===== config.mk =====
export PLATFORM = sky130hd
export DESIGN_NAME = dff_share_arb
export DESIGN_NICKNAME = d
export VERILOG_FILES = /design/src/rtl/dff_share_arb.sv
export SDC_FILE = /design/constraint.sdc
export NUM_CORES = 1
export LEC_CHECK = 0
export ABC_AREA = 1
export BUFFER_PORTS_ARGS = -buffer_cell sky130_fd_sc_hd__buf_2
export CAP_MARGIN = 0
export CORE_MARGIN = 2
export CORE_UTILIZATION = 35
export DETAILED_ROUTE_END_ITERATION = 7
export GPL_ROUTABILITY_DRIVEN = 0
export SLEW_MARGIN = 30
export SYNTH_ARGS = -nofsm -noshare
export SYNTH_HDL_FRONTEND = slang
export SYNTH_SLANG_ARGS = --single-unit

===== constraint.sdc =====
create_clock -name clk -period 2.15 [get_ports clk]
set_clock_uncertainty 0.05 [all_clocks]
set_input_delay 0.1075 -clock clk [delete_from_list [all_inputs] [get_ports clk]]
set_output_delay 0.1075 -clock clk [all_outputs]
set_load 0.005 [all_outputs]

===== src/rtl/dff_share_arb.sv =====
// Round-robin arbiter that sequences N producers onto one shared W-bit capture
// register, holding each captured value valid for HOLD cycles before re-arbitrating.
module dff_share_arb #(
  parameter int N    = 4,
  parameter int W    = 8,
  parameter int HOLD = 3
) (
  input  logic                 clk,
  input  logic                 rst_n,
  input  logic [N-1:0]         req,
  input  logic [N*W-1:0]       data_in,
  input  logic                 flush,
  output logic [N-1:0]         gnt,
  output logic [W-1:0]         q,
  output logic                 q_valid,
  output logic [$clog2(N)-1:0] owner,
  output logic                 busy
);

  localparam int PW = $clog2(N);
  localparam int CW = (HOLD > 1) ? $clog2(HOLD) : 1;

  typedef enum logic {
    S_IDLE = 1'b0,
    S_HOLD = 1'b1
  } state_t;

  state_t          state_q, state_d;
  logic [PW-1:0]   ptr_q, ptr_d;
  logic [CW-1:0]   cnt_q, cnt_d;
  logic [N-1:0]    gnt_d;
  logic [W-1:0]    q_d;
  logic [PW-1:0]   owner_d;
  logic [PW-1:0]   sel;
  logic            found;
  int              scan_idx;

  // Rotating scan starting at ptr; the first requester found wins.
  // NOTE: every variable written here gets a default first so no latch is inferred.
  always_comb begin
    sel      = '0;
    found    = 1'b0;
    scan_idx = 0;
    for (int k = 0; k < N; k++) begin
      scan_idx = int'(ptr_q) + k;
      if (scan_idx >= N) scan_idx = scan_idx - N;
      if (!found && req[scan_idx]) begin
        found = 1'b1;
        sel   = PW'(scan_idx);
      end
    end
  end

  always_comb begin
    state_d = state_q;
    ptr_d   = ptr_q;
    cnt_d   = cnt_q;
    gnt_d   = '0;
    q_d     = q;
    owner_d = owner;
    case (state_q)
      S_IDLE: begin
        // flush in IDLE suppresses arbitration for that edge only.
        if (!flush && found) begin
          state_d    = S_HOLD;
          gnt_d[sel] = 1'b1;
          q_d        = data_in[int'(sel)*W +: W];
          owner_d    = sel;
          cnt_d      = CW'(HOLD - 1);
        end
      end
      S_HOLD: begin
        if (flush || cnt_q == '0) begin
          state_d = S_IDLE;
          ptr_d   = (owner == PW'(N - 1)) ? '0 : owner + 1'b1;
        end else begin
          cnt_d = cnt_q - 1'b1;
        end
      end
      default: state_d = S_IDLE;
    endcase
  end

  // NOTE: sequential state uses non-blocking assignments so every register samples pre-edge values.
  always_ff @(posedge clk or negedge rst_n) begin
    if (!rst_n) begin
      state_q <= S_IDLE;
      ptr_q   <= '0;
      cnt_q   <= '0;
      gnt     <= '0;
      q       <= '0;
      owner   <= '0;
    end else begin
      state_q <= state_d;
      ptr_q   <= ptr_d;
      cnt_q   <= cnt_d;
      gnt     <= gnt_d;
      q       <= q_d;
      owner   <= owner_d;
    end
  end

  assign q_valid = (state_q == S_HOLD);
  assign busy    = (state_q == S_HOLD);

endmodule


==> impl_metrics.sql, run 1 <==
INSERT INTO impl_metrics (metric_group, metric, value, unit) VALUES
('outcome', 'run_status', 'complete, no violations', ''),
('worst_setup_path', 'arrival', '2.03', 'ns'),
('global_route', 'grt_overflow', '0', ''),
('hold_path', 'holdCritPathClass', 'in2reg', ''),
('detailed_routing', 'residual_drc_count', '0', ''),
('worst_setup_path', 'timing.critical_path.mode_cell', 'sky130_fd_sc_hd__nand2_1', ''),
('clocking', 'tritoncts', 'built', ''),
('timing', 'slew_margin_rel', '70.18', '%'),
('final_layout', 'layoutNonFillerInstCount', '303', ''),
('power', 'internal-power', '1.382', 'mW'),
('logic_synthesis', 'ys_warn_count', '0', ''),
('detailed_routing', 'first_pass_iters', '4', ''),
('clocking', 'cts_setup_buffers', '0', ''),
('logic_synthesis', 'synth_area_per_cell', '7.450', 'um2'),
('power', 'power.net_switching', '1.540', 'mW'),
('power', 'clock_power_share', '8.6', '%'),
('logic_synthesis', 'net_count_after_synthesis', '237', ''),
('worst_setup_path', 'slowest_stage', 'sky130_fd_sc_hd__dfrtp_1', ''),
('detailed_routing', 'final_antenna_net_count', '0', ''),
('die', 'io_pins', '55', ''),
('timing', 'timing.setup.tns', '0', 'ns'),
('timing', 'postLayoutSetupSlackWorst', '0.2188', 'ns'),
('worst_setup_path', 'cp_slowest_stage_delay', '0.41', 'ns'),
('clocking', 'clock_latency', '0.25', 'ns'),
('detailed_routing', 'vias_per_cell', '4.627', ''),
('timing', 'timing_max_transition_violations_final', '0', ''),
('die', 'die_x', '68.59', 'um'),
('power', 'switching_share', '52.70', '%'),
('timing', 'finalSetupViolCount', '0', ''),
('logic_synthesis', 'cell_area_after_technology_mapping', '1460', 'um2'),
('timing', 'final.period_utilization', '89.82', '%'),
('clocking', 'cts_sinks', '19', ''),
('worst_setup_path', 'end_kind', 'register', ''),
('worst_setup_path', 'critical_path_class', 'reg2reg', ''),
('final_layout', 'areaGrowthSynthToFinish', '24.85', '%'),
('final_layout', 'fraction_of_the_core_area_covered_by_cells_at_the_end_of_the_flow', '45.57', '%'),
('timing', 'fmax', '517.8', 'MHz'),
('logic_synthesis', 'syn_inst', '196', ''),
('logic_synthesis', 'synth_edf_count', '0', ''),
('worst_setup_path', 'crit_path_cell_trace', 'inv_2 -> nand2_1 -> nand3_1 -> nand2_1 -> nand2_2 -> nand2_2 -> nand2_4 -> nand3_2 -> nand2_2 -> nand2_1 -> nand2_1 -> nand3_2', ''),
('final_layout', 'final_area', '1823', 'um2'),
('timing', 'period_minus_slack', '1.931', 'ns'),
('worst_setup_path', 'critPathLaunchType', 'register', ''),
('die', 'die_area', '4705', 'um2'),
('detailed_routing', 'routed-via-count', '1402', ''),
('clocking', 'ctsHtreeMaxLevel', '1', ''),
('final_layout', 'layout_commonest_cell', 'sky130_fd_sc_hd__nand2_1', ''),
('clocking', 'cts.repair.resized', '0', ''),
('logic_synthesis', 'ys_dominant_reg_cell', 'sky130_fd_sc_hd__dfrtp_1', ''),
('final_layout', 'antenna_cells', '0', ''),
('global_route', 'use_met1', '22.96', '%'),
('power', 'total_leakage_power', '1.028', 'nW'),
('power', 'power.share.combinational', '70.3', '%'),
('timing', 'timing.final.hold_violations', '0', ''),
('global_route', 'global_route_wire_length_before_repair', '5457', 'um'),
('power', 'power_density', '1603', 'nW/um2'),
('flow_run', 'max-cap-violations', '0', ''),
('power', 'power_frac_seq', '21.1', '%'),
('detailed_routing', 'drt_first_iter_violations', '63', ''),
('timing', 'grt_setup_unrepaired', 'false', ''),
('global_route', 'grt_antenna_before_repair', '0', ''),
('global_route', 'global_route.peak_usage_layer', 'met2', ''),
('detailed_routing', 'drt-total-wl', '3596', 'um'),
('final_layout', 'layout_common_cells', 'sky130_fd_sc_hd__nand2_1 (73), sky130_fd_sc_hd__buf_2 (54), sky130_fd_sc_hd__nand2_2 (20)', ''),
('die', 'die_height', '68.59', 'um'),
('worst_setup_path', 'crit_required', '2.25', 'ns'),
('global_route', 'total_grt_usage', '15.54', '%'),
('die', 'initial_core_util', '36.50', '%'),
('logic_synthesis', 'seq_area_frac_synth', '32.56', '%'),
('global_route', 'grt_max_degree', '20', ''),
('global_route', 'use_met2', '23.08', '%');
cells by family (layout without fill, tap and decap cells):
| logic type | after synthesis | count (layout) | synth area share, % |
|---|---|---|---|
| AO/OA/AOI/OAI | 6 | 6 | 2.742 |
| AND/OR/NAND/NOR | 145 | 146 | 54.16 |
| adder cells (fa/ha/maj) | 2 | 2 | 1.714 |
| buffers and inverters | 24 | 80 | 8.826 |
| flip-flops | 19 | 19 | 32.56 |
metal layers:
metal,wire length (um),up-vias
met5,0,-
met1,1740,610
met2,1639,34
met4,38,0
met3,178,4
li1,-,754
per-stage QoR:
stage               hold WS, ns  power (mW)
floorplan               -0.2381       2.308
global placement        0.03243       2.635
detailed placement      0.03126       2.639
CTS                     0.09576       2.908
global route             0.1039       3.239
finish                  0.09781       2.923
sequential cells by signal, indices dropped and copies added, names as in the netlist:
register  cells
busy          1
owner         2
q             8
cnt_q         2
ptr_q         2
gnt           4
cell usage after synthesis (all sizes together), types with 2 or more instances:
cell / instances / area share [%]
nand2: 95 / 29
dfrtp: 19 / 33
nand3: 19 / 11
inv: 17 / 4.4
nand4: 16 / 6.9
nor2: 11 / 4.9
buf: 7 / 4.5
nor3: 4 / 2.4
ha: 2 / 1.7
o21ai: 2 / 0.94
cell type report:
type / instances / area (um2)
repair buffers: 59 / 310.3
flip-flops and latches: 19 / 475.5
clock buffers: 4 / 45.04
fillers: 424 / 2177
inverters: 17 / 63.81
multi-input cells: 154 / 865.8
well taps: 50 / 62.56
worst max-delay path, delay by kind of cell, from the launching register on:
family	cells	cell delay (ns)
AND/OR/NAND/NOR	11	1.20
buffers and inverters	1	0.17
flip-flops	1	0.41
timing repair:
action                                  4_1_cts  5_1_grt
hold buffers                                  1        0
endpoints found under the hold margin        19        0
endpoints found under the setup margin        0        1
power by group through the flow:
stage | clock [mW] | sequential [mW] | combinational (mW)
finish | 0.252 | 0.617 | 2.05
global route | 0.276 | 0.637 | 2.33
CTS | 0.262 | 0.618 | 2.03
detailed placement | 0 | 0.622 | 2.02
global placement | 0 | 0.627 | 2.01
floorplan | 0 | 0.626 | 1.68
worst paths after layout:
kind	start	to	slack, ns	cells past startpoint
worst max-delay path	ptr_q[0]	q[2]	0.22	12
min in group asynchronous	rst_n	q[5]	0.28	2
worst min register to register	q[4]	q[4]	0.45	2
max in group asynchronous	rst_n	ptr_q[0]	1.45	2
worst max register to register	ptr_q[0]	q[2]	0.22	12
worst min-delay path	data_in[1]	q[1]	0.1	5
(Power assumes the default switching activity.)
==> inputs of run 2 (changes only) <==
--- a/config.mk
+++ b/config.mk
@@ -5,7 +5,6 @@
 export SDC_FILE = /design/constraint.sdc
 export NUM_CORES = 1
 export LEC_CHECK = 0
-export ABC_AREA = 1
 export BUFFER_PORTS_ARGS = -buffer_cell sky130_fd_sc_hd__buf_2
 export CAP_MARGIN = 0
 export CORE_MARGIN = 2
==> constraint.sdc (replaced) <==
create_clock -name clk -period 2.15 [get_ports clk]
set_clock_uncertainty 0.05 [all_clocks]
set_input_delay 0.43 -clock clk [delete_from_list [all_inputs] [get_ports clk]]
set_output_delay 0.43 -clock clk [all_outputs]
set_load 0.005 [all_outputs]
==> run 2 against run 1 <==
- first-iteration DRC count shrank 75%
- critical path depth shrank 6
- area after synthesis shrank 29%
- setup slack gained 0.20 ns
- sequential power is essentially flat
==> impl_metrics.sql, run 2 <==
INSERT INTO impl_metrics (metric_group, metric, value, unit) VALUES
('outcome', 'run_status', 'complete, no violations', ''),
('clocking', 'cts.repair.resized', '0', ''),
('timing', 'period_minus_slack', '1.727', 'ns'),
('global_route', 'global_route_wire_length_before_repair', '3995', 'um'),
('final_layout', 'layout_commonest_cell', 'sky130_fd_sc_hd__buf_2', ''),
('final_layout', 'flip_flop_count_of_the_largest_register_all_copies_and_words_added', '8', ''),
('flow_run', 'max-cap-violations', '0', ''),
('final_layout', 'areaGrowthSynthToFinish', '31.27', '%'),
('worst_setup_path', 'rrSetupSlack', '0.42', 'ns'),
('worst_setup_path', 'worstRegToRegCells', '6', ''),
('clocking', 'clock_latency', '0.29', 'ns'),
('logic_synthesis', 'most_frequent_cells_after_synthesis', 'sky130_fd_sc_hd__dfrtp_1 (19), sky130_fd_sc_hd__mux2i_1 (16), sky130_fd_sc_hd__nand2_1 (15), sky130_fd_sc_hd__nor2_1 (8), sky130_fd_sc_hd__o221ai_1 (8)', ''),
('detailed_routing', 'routed-via-count', '936', ''),
('power', 'total_leakage_power', '0.7562', 'nW'),
('logic_synthesis', 'syn_inst', '98', ''),
('detailed_routing', 'vias_per_cell', '5.059', ''),
('worst_setup_path', 'critical_path.reg2reg.startpoint', 'ptr_q[0]', ''),
('clocking', 'cts_root_buffer', 'sky130_fd_sc_hd__clkbuf_4', ''),
('logic_synthesis', 'seq_area_frac_synth', '46.06', '%'),
('timing', 'hold-worst-slack', '0.006066', 'ns'),
('power', 'total_power', '1.473', 'mW'),
('logic_synthesis', 'net_count_after_synthesis', '139', ''),
('detailed_routing', 'drt-total-wl', '2386', 'um'),
('die', 'die_height', '58.31', 'um'),
('worst_setup_path', 'critical_path.top_delay_family', 'flip-flops', ''),
('logic_synthesis', 'netlist.area_leader.share', '46.06', '%'),
('worst_setup_path', 'critical_path_class', 'reg2reg', ''),
('final_layout', 'final_area', '1355', 'um2'),
('detailed_routing', 'routedWlPerCell', '12.90', 'um'),
('detailed_routing', 'route.met2.wl', '1264', 'um'),
('die', 'initial_core_util', '37.11', '%'),
('detailed_routing', 'routed-wl-met3', '126', 'um'),
('worst_setup_path', 'timing.critical_path.fanout_max', '16', ''),
('worst_setup_path', 'cp_slowest_stage_delay', '0.48', 'ns'),
('die', 'rows', '19', ''),
('timing', 'grt_setup_unrepaired', 'false', ''),
('final_layout', 'fraction_of_the_core_area_covered_by_cells_at_the_end_of_the_flow', '48.72', '%'),
('worst_setup_path', 'crit_path_cell_trace', 'nor2b_4 -> a21oi_2 -> o221ai_4 -> buf_4 -> mux2i_1 -> o221ai_1', ''),
('power', 'worst_ir_drop_vdd', '0.6000', 'mV'),
('placed_design', 'dp_hpwl', '1847', 'um'),
('worst_setup_path', 'critPathLaunchType', 'register', ''),
('final_layout', 'seq_area', '475.5', 'um2'),
('detailed_routing', 'first_pass_iters', '4', ''),
('detailed_routing', 'final_antenna_net_count', '0', ''),
('clocking', 'tritoncts', 'built', ''),
('die', 'io_pins', '55', ''),
('logic_synthesis', 'synth_edf_count', '0', ''),
('clocking', 'clk_pin_slew_worst_paths', '0.11', 'ns'),
('detailed_routing', 'highest_layer', 'met4', ''),
('logic_synthesis', 'ys_top_cells_by_area', 'sky130_fd_sc_hd__dfrtp_1 (46%), sky130_fd_sc_hd__mux2i_1 (16%), sky130_fd_sc_hd__o221ai_1 (6.8%)', ''),
('final_layout', 'reg.largest.list', 'q: 8 flops, gnt: 4 flops', ''),
('global_route', 'grt_antenna_before_repair', '0', ''),
('logic_synthesis', 'synth_cell_types', '27', ''),
('final_layout', 'fill_cells', '280', ''),
('timing', 'slew_margin_rel', '70.44', '%'),
('final_layout', 'drive_gt1_share', '42.86', '%'),
('global_route', 'total_grt_usage', '15.06', '%'),
('worst_setup_path', 'end_kind', 'register', ''),
('logic_synthesis', 'ys_warn_count', '0', ''),
('logic_synthesis', 'synth_area_per_cell', '10.53', 'um2'),
('clocking', 'cts.path.max_buffers', '2', ''),
('logic_synthesis', 'cell_area_after_technology_mapping', '1032', 'um2'),
('final_layout', 'layout_common_cells', 'sky130_fd_sc_hd__buf_2 (54), sky130_fd_sc_hd__dfrtp_1 (19), sky130_fd_sc_hd__mux2i_1 (16)', ''),
('clocking', 'holdBufCountCts', '0', ''),
('power', 'power_density', '1087', 'nW/um2'),
('timing', 'timing.setup.tns', '0', 'ns'),
('timing', 'worst_pin_slew', '0.4433', 'ns'),
('clocking', 'cts_setup_buffers', '0', ''),
('worst_setup_path', 'crit_required', '2.26', 'ns'),
('final_layout', 'layout.nets', '196', ''),
('detailed_routing', 'residual_drc_count', '0', ''),
('global_route', 'grt_overflow', '0', ''),
('clocking', 'tritoncts_buffers', '3', ''),
('worst_setup_path', 'worst-path-stages', '6', ''),
('logic_synthesis', 'synth_seq_cells', '19', ''),
('timing', 'fmax', '579.0', 'MHz'),
('placed_design', 'placedInstanceArea', '1329', 'um2'),
('final_layout', 'largest_register', 'q', ''),
('logic_synthesis', 'synth-async-reset-ratio', '100.0', '%'),
('worst_setup_path', 'slowest_stage', 'sky130_fd_sc_hd__dfrtp_1', ''),
('logic_synthesis', 'ys_dominant_reg_cell', 'sky130_fd_sc_hd__dfrtp_1', ''),
('clocking', 'cts_sinks', '19', ''),
('die', 'core', '2781', 'um2'),
('timing', 'final.period_utilization', '80.33', '%'),
('final_layout', 'multiInputGateArea', '514.2', 'um2'),
('worst_setup_path', 'cp.buffers_inverters', '1', ''),
('global_route', 'grt_max_degree', '20', ''),
('global_route', 'grt_pass1_vias', '937', ''),
('die', 'die_area', '3399', 'um2'),
('worst_setup_path', 'arrival', '1.84', 'ns'),
('placed_design', 'placement.io_buffers', '54', ''),
('worst_setup_path', 'regToRegEndpoint', 'q[3]', ''),
('final_layout', 'antenna_cells', '0', ''),
('timing', 'finalSetupViolCount', '0', ''),
('timing', 'timing_max_transition_violations_final', '0', ''),
('detailed_routing', 'met1Wirelength', '959', 'um'),
('hold_path', 'holdCritPathClass', 'in2async', ''),
('logic_synthesis', 'synth.largest_area_cell', 'sky130_fd_sc_hd__dfrtp_1', ''),
('worst_setup_path', 'startpoint', 'ptr_q[0]', ''),
('logic_synthesis', 'yosysMostFrequentCell', 'sky130_fd_sc_hd__dfrtp_1', ''),
('timing', 'timing.final.hold_violations', '0', ''),
('clocking', 'ctsHtreeMaxLevel', '1', ''),
('detailed_routing', 'drt_first_iter_violations', '16', ''),
('die', 'die_x', '58.31', 'um');
run 2: cell types whose count changed after synthesis, sizes merged, moves of 5 or more:
cell and delta:
nand3 -18, nand4 -16, o221ai +9, inv -13
mux2i +16, nand2 -80, o21ai +5
run 2: power by group:
group | switching, mW | internal [mW]
sequential | 0.117 | 0.503
combinational | 0.332 | 0.339
clock | 0.108 | 0.0721
run 2: metal layers:
layer / GRT usage (%) / up-vias
met2: 26.97 / 27
met4: 2.990 / 0
li1: - / 470
met3: 4.176 / 4
met1: 18.02 / 435
met5: 0 / -
run 2: worst max path at each step:
stage / endpoint / slack (ns)
3_5_place_dp: q[3] / 0.34
5_1_grt: q[3] / 0.30
4_1_cts: q[3] / 0.42
6_report: q[3] / 0.42
3_3_place_gp: q[0] / 0.40
2_1_floorplan: q[0] / 0.55
run 2: final cells by class:
class	count	share of cell area [%]
Clock buffer	4	1.939
Inverter	4	1.108
Multi-Input combinational cell	71	37.95
Sequential cell	19	35.09
Tap cell	31	2.862
Timing Repair Buffer	56	21.05
run 2: through the flow:
stage,instances,worst slack [ns]
6_report,185,0.4228
5_1_grt,185,0.3001
4_1_cts,185,0.4217
3_5_place_dp,181,0.3385
3_3_place_gp,181,0.3991
2_1_floorplan,98,0.5531
run 2: kinds of logic (layout without fill, tap and decap cells):
kind of cell / Yosys count / after routing / synth area share (%)
flops: 19 / 19 / 46.06
mux: 17 / 17 / 16.61
simple gates: 28 / 28 / 12.00
buf+inv: 8 / 64 / 4.121
compound gates: 24 / 24 / 18.79
fa+ha+maj: 2 / 2 / 2.424
==> inputs of run 3 (changes only) <==
==> constraint.sdc (replaced) <==
create_clock -name clk -period 1.6 [get_ports clk]
set_clock_uncertainty 0.05 [all_clocks]
set_input_delay 0.32 -clock clk [delete_from_list [all_inputs] [get_ports clk]]
set_output_delay 0.32 -clock clk [all_outputs]
set_load 0.005 [all_outputs]
==> run 3 against run 2 <==
- the run now ends with negative setup slack left
- utilization is 4.3 points higher
- cell count is 4.3% higher
- final area is 8.9% higher
- sequential power is 33% higher
- wire length is 8.6% higher
- die area stayed put
- flip-flop and latch count stayed put
- worst hold slack better by 0.27 ns
- largest power group unchanged
==> impl_metrics.sql, run 3 (synthesis results as in run 2) <==
INSERT INTO impl_metrics (metric_group, metric, value, unit) VALUES
('outcome', 'run_status', 'finished with violations', ''),
('outcome', 'violations_in_the_final_reports', 'negative setup slack', ''),
('worst_setup_path', 'end_kind', 'register', ''),
('die', 'die_x', '58.31', 'um'),
('final_layout', 'areaGrowthSynthToFinish', '42.91', '%'),
('worst_setup_path', 'critical_path.reg2reg.startpoint', 'ptr_q[0]', ''),
('timing', 'period_minus_slack', '1.608', 'ns'),
('worst_setup_path', 'timing.critical_path.fanout_max', '8', ''),
('worst_setup_path', 'startpoint', 'ptr_q[0]', ''),
('flow_run', 'max-cap-violations', '0', ''),
('global_route', 'grt_max_degree', '20', ''),
('timing', 'postLayoutSetupSlackWorst', '-0.007555', 'ns'),
('clocking', 'tritoncts', 'built', ''),
('placed_design', 'dp_hpwl', '1887', 'um'),
('timing', 'fmax', '622.1', 'MHz'),
('final_layout', 'layoutNonFillerInstCount', '193', ''),
('placed_design', 'placement.io_buffers', '54', ''),
('global_route', 'global_route_wire_length_before_repair', '4243', 'um'),
('timing', 'final.period_utilization', '100.5', '%'),
('worst_setup_path', 'critPathLaunchType', 'register', ''),
('final_layout', 'fill_cells', '275', ''),
('final_layout', 'layout_commonest_cell', 'sky130_fd_sc_hd__buf_2', ''),
('detailed_routing', 'first_pass_iters', '4', ''),
('clocking', 'tritoncts_buffers', '3', ''),
('worst_setup_path', 'arrival', '1.73', 'ns'),
('detailed_routing', 'drt-total-wl', '2591', 'um'),
('detailed_routing', 'vias_per_cell', '5.093', ''),
('final_layout', 'antenna_cells', '0', ''),
('hold_path', 'holdCritStartpoint', 'data_in[10]', ''),
('detailed_routing', 'residual_drc_count', '0', ''),
('placed_design', 'post-place-cells', '184', ''),
('detailed_routing', 'routedWlPerCell', '13.42', 'um'),
('timing', 'slew_margin_rel', '71.60', '%'),
('clocking', 'cts_sinks', '19', ''),
('timing', 'worst_pin_slew', '0.4261', 'ns'),
('clocking', 'ctsHtreeMaxLevel', '1', ''),
('detailed_routing', 'routed-via-count', '983', ''),
('global_route', 'grt_overflow', '0', ''),
('timing', 'grt_setup_unrepaired', 'true', ''),
('final_layout', 'layout.nets', '204', ''),
('timing', 'timing.final.hold_violations', '0', ''),
('power', 'power_density', '1505', 'nW/um2'),
('power', 'total_leakage_power', '0.8181', 'nW'),
('die', 'rows', '19', ''),
('die', 'die_height', '58.31', 'um'),
('die', 'initial_core_util', '37.11', '%'),
('final_layout', 'flip_flop_count_of_the_largest_register_all_copies_and_words_added', '8', ''),
('clocking', 'cts.path.max_buffers', '2', ''),
('final_layout', 'reg.largest.list', 'q: 8 flops, gnt: 4 flops', ''),
('detailed_routing', 'final_antenna_net_count', '0', ''),
('global_route', 'grt_pass1_vias', '932', ''),
('detailed_routing', 'drt_first_iter_violations', '22', ''),
('final_layout', 'drive_gt1_share', '47.53', '%'),
('timing', 'timing_max_transition_violations_final', '0', ''),
('clocking', 'clock_latency', '0.29', 'ns'),
('global_route', 'total_grt_usage', '16.50', '%'),
('die', 'io_pins', '55', ''),
('hold_path', 'holdCritPathClass', 'in2reg', ''),
('die', 'core', '2781', 'um2'),
('worst_setup_path', 'crit_required', '1.72', 'ns'),
('die', 'die_area', '3399', 'um2'),
('final_layout', 'layout_common_cells', 'sky130_fd_sc_hd__buf_2 (54), sky130_fd_sc_hd__dfrtp_1 (19), sky130_fd_sc_hd__mux2i_1 (15)', ''),
('power', 'worst_ir_drop_vdd', '1.018', 'mV'),
('clocking', 'clk_pin_slew_worst_paths', '0.10', 'ns'),
('final_layout', 'largest_register', 'q', ''),
('worst_setup_path', 'critical_path_class', 'reg2reg', ''),
('global_route', 'grt_antenna_before_repair', '0', ''),
('timing', 'hold-worst-slack', '0.2781', 'ns'),
('clocking', 'cts_root_buffer', 'sky130_fd_sc_hd__clkbuf_4', ''),
('timing', 'finalSetupViolCount', '1', '');
-- run 3: cell type report --
| cell class | count | area (um2) | area share (%) |
|---|---|---|---|
| inverter | 4 | 15.01 | 1.018 |
| multi-input combinational | 71 | 535.5 | 36.30 |
| sequential | 19 | 475.5 | 32.23 |
| clock buffer | 4 | 26.28 | 1.781 |
| tap | 31 | 38.79 | 2.629 |
| timing repair buffer | 64 | 384.1 | 26.04 |
-- run 3: worst max-delay path, stage by stage (launching register included) --
cell,delay [ns]
sky130_fd_sc_hd__dfrtp_1,0.42
sky130_fd_sc_hd__buf_6,0.13
sky130_fd_sc_hd__nor2b_4,0.03
sky130_fd_sc_hd__o21ai_2,0.17
sky130_fd_sc_hd__o221ai_4,0.18
sky130_fd_sc_hd__buf_12,0.19
sky130_fd_sc_hd__mux2i_2,0.18
sky130_fd_sc_hd__o221ai_1,0.13
-- run 3: stage by stage --
stage / cell area [um2] / TNS [ns] / setup slack [ns] / utilization (%) / total power [mW]
CTS: 1466 / 0 / 0.003676 / 52.72 / 2.227
global placement: 1351 / -1.430 / -0.1952 / 48.58 / 1.760
global route: 1475 / -0.4957 / -0.07479 / 53.04 / 2.413
finish: 1475 / -0.007555 / -0.007555 / 53.04 / 2.220
detailed placement: 1351 / -1.889 / -0.2429 / 48.58 / 1.796
floorplan: 1032 / 0 / 0.003077 / - / 1.436
-- run 3: worst paths after layout --
check / to / slack [ns] / cells after the start
setup / recovery: q[0] / -0.008 / 7
hold / removal: q[2] / 0.28 / 3
setup reg to reg: q[0] / -0.008 / 7
hold reg to reg: q[7] / 0.44 / 2
max in group asynchronous: q[7] / 0.77 / 2
min in group asynchronous: ptr_q[0] / 0.44 / 2
-- run 3: where the power goes --
part,internal (mW),switching (mW)
sequential,0.676,0.149
clock,0.0970,0.140
combinational,0.628,0.531
-- run 3: metal layers --
| layer | track usage [%] | share of wire (%) | up-vias |
|---|---|---|---|
| met2 | 29.21 | 52 | 35 |
| li1 | - | - | 487 |
| met4 | 3.654 | 0.39 | 0 |
| met5 | 0 | 0 | - |
| met1 | 19.61 | 42 | 459 |
| met3 | 5.055 | 5.6 | 2 |
-- run 3: repair_timing --
| item | in CTS | in global routing |
|---|---|---|
| gates resized for setup | 6 | 2 |
| endpoints found under the setup margin | 8 | 8 |
| endpoints found under the hold margin | 19 | 0 |
| buffers inserted | 3 | 0 |
| hold buffers | 1 | 0 |
| pin swaps | 3 | 3 |
| gates cloned | 1 | 0 |
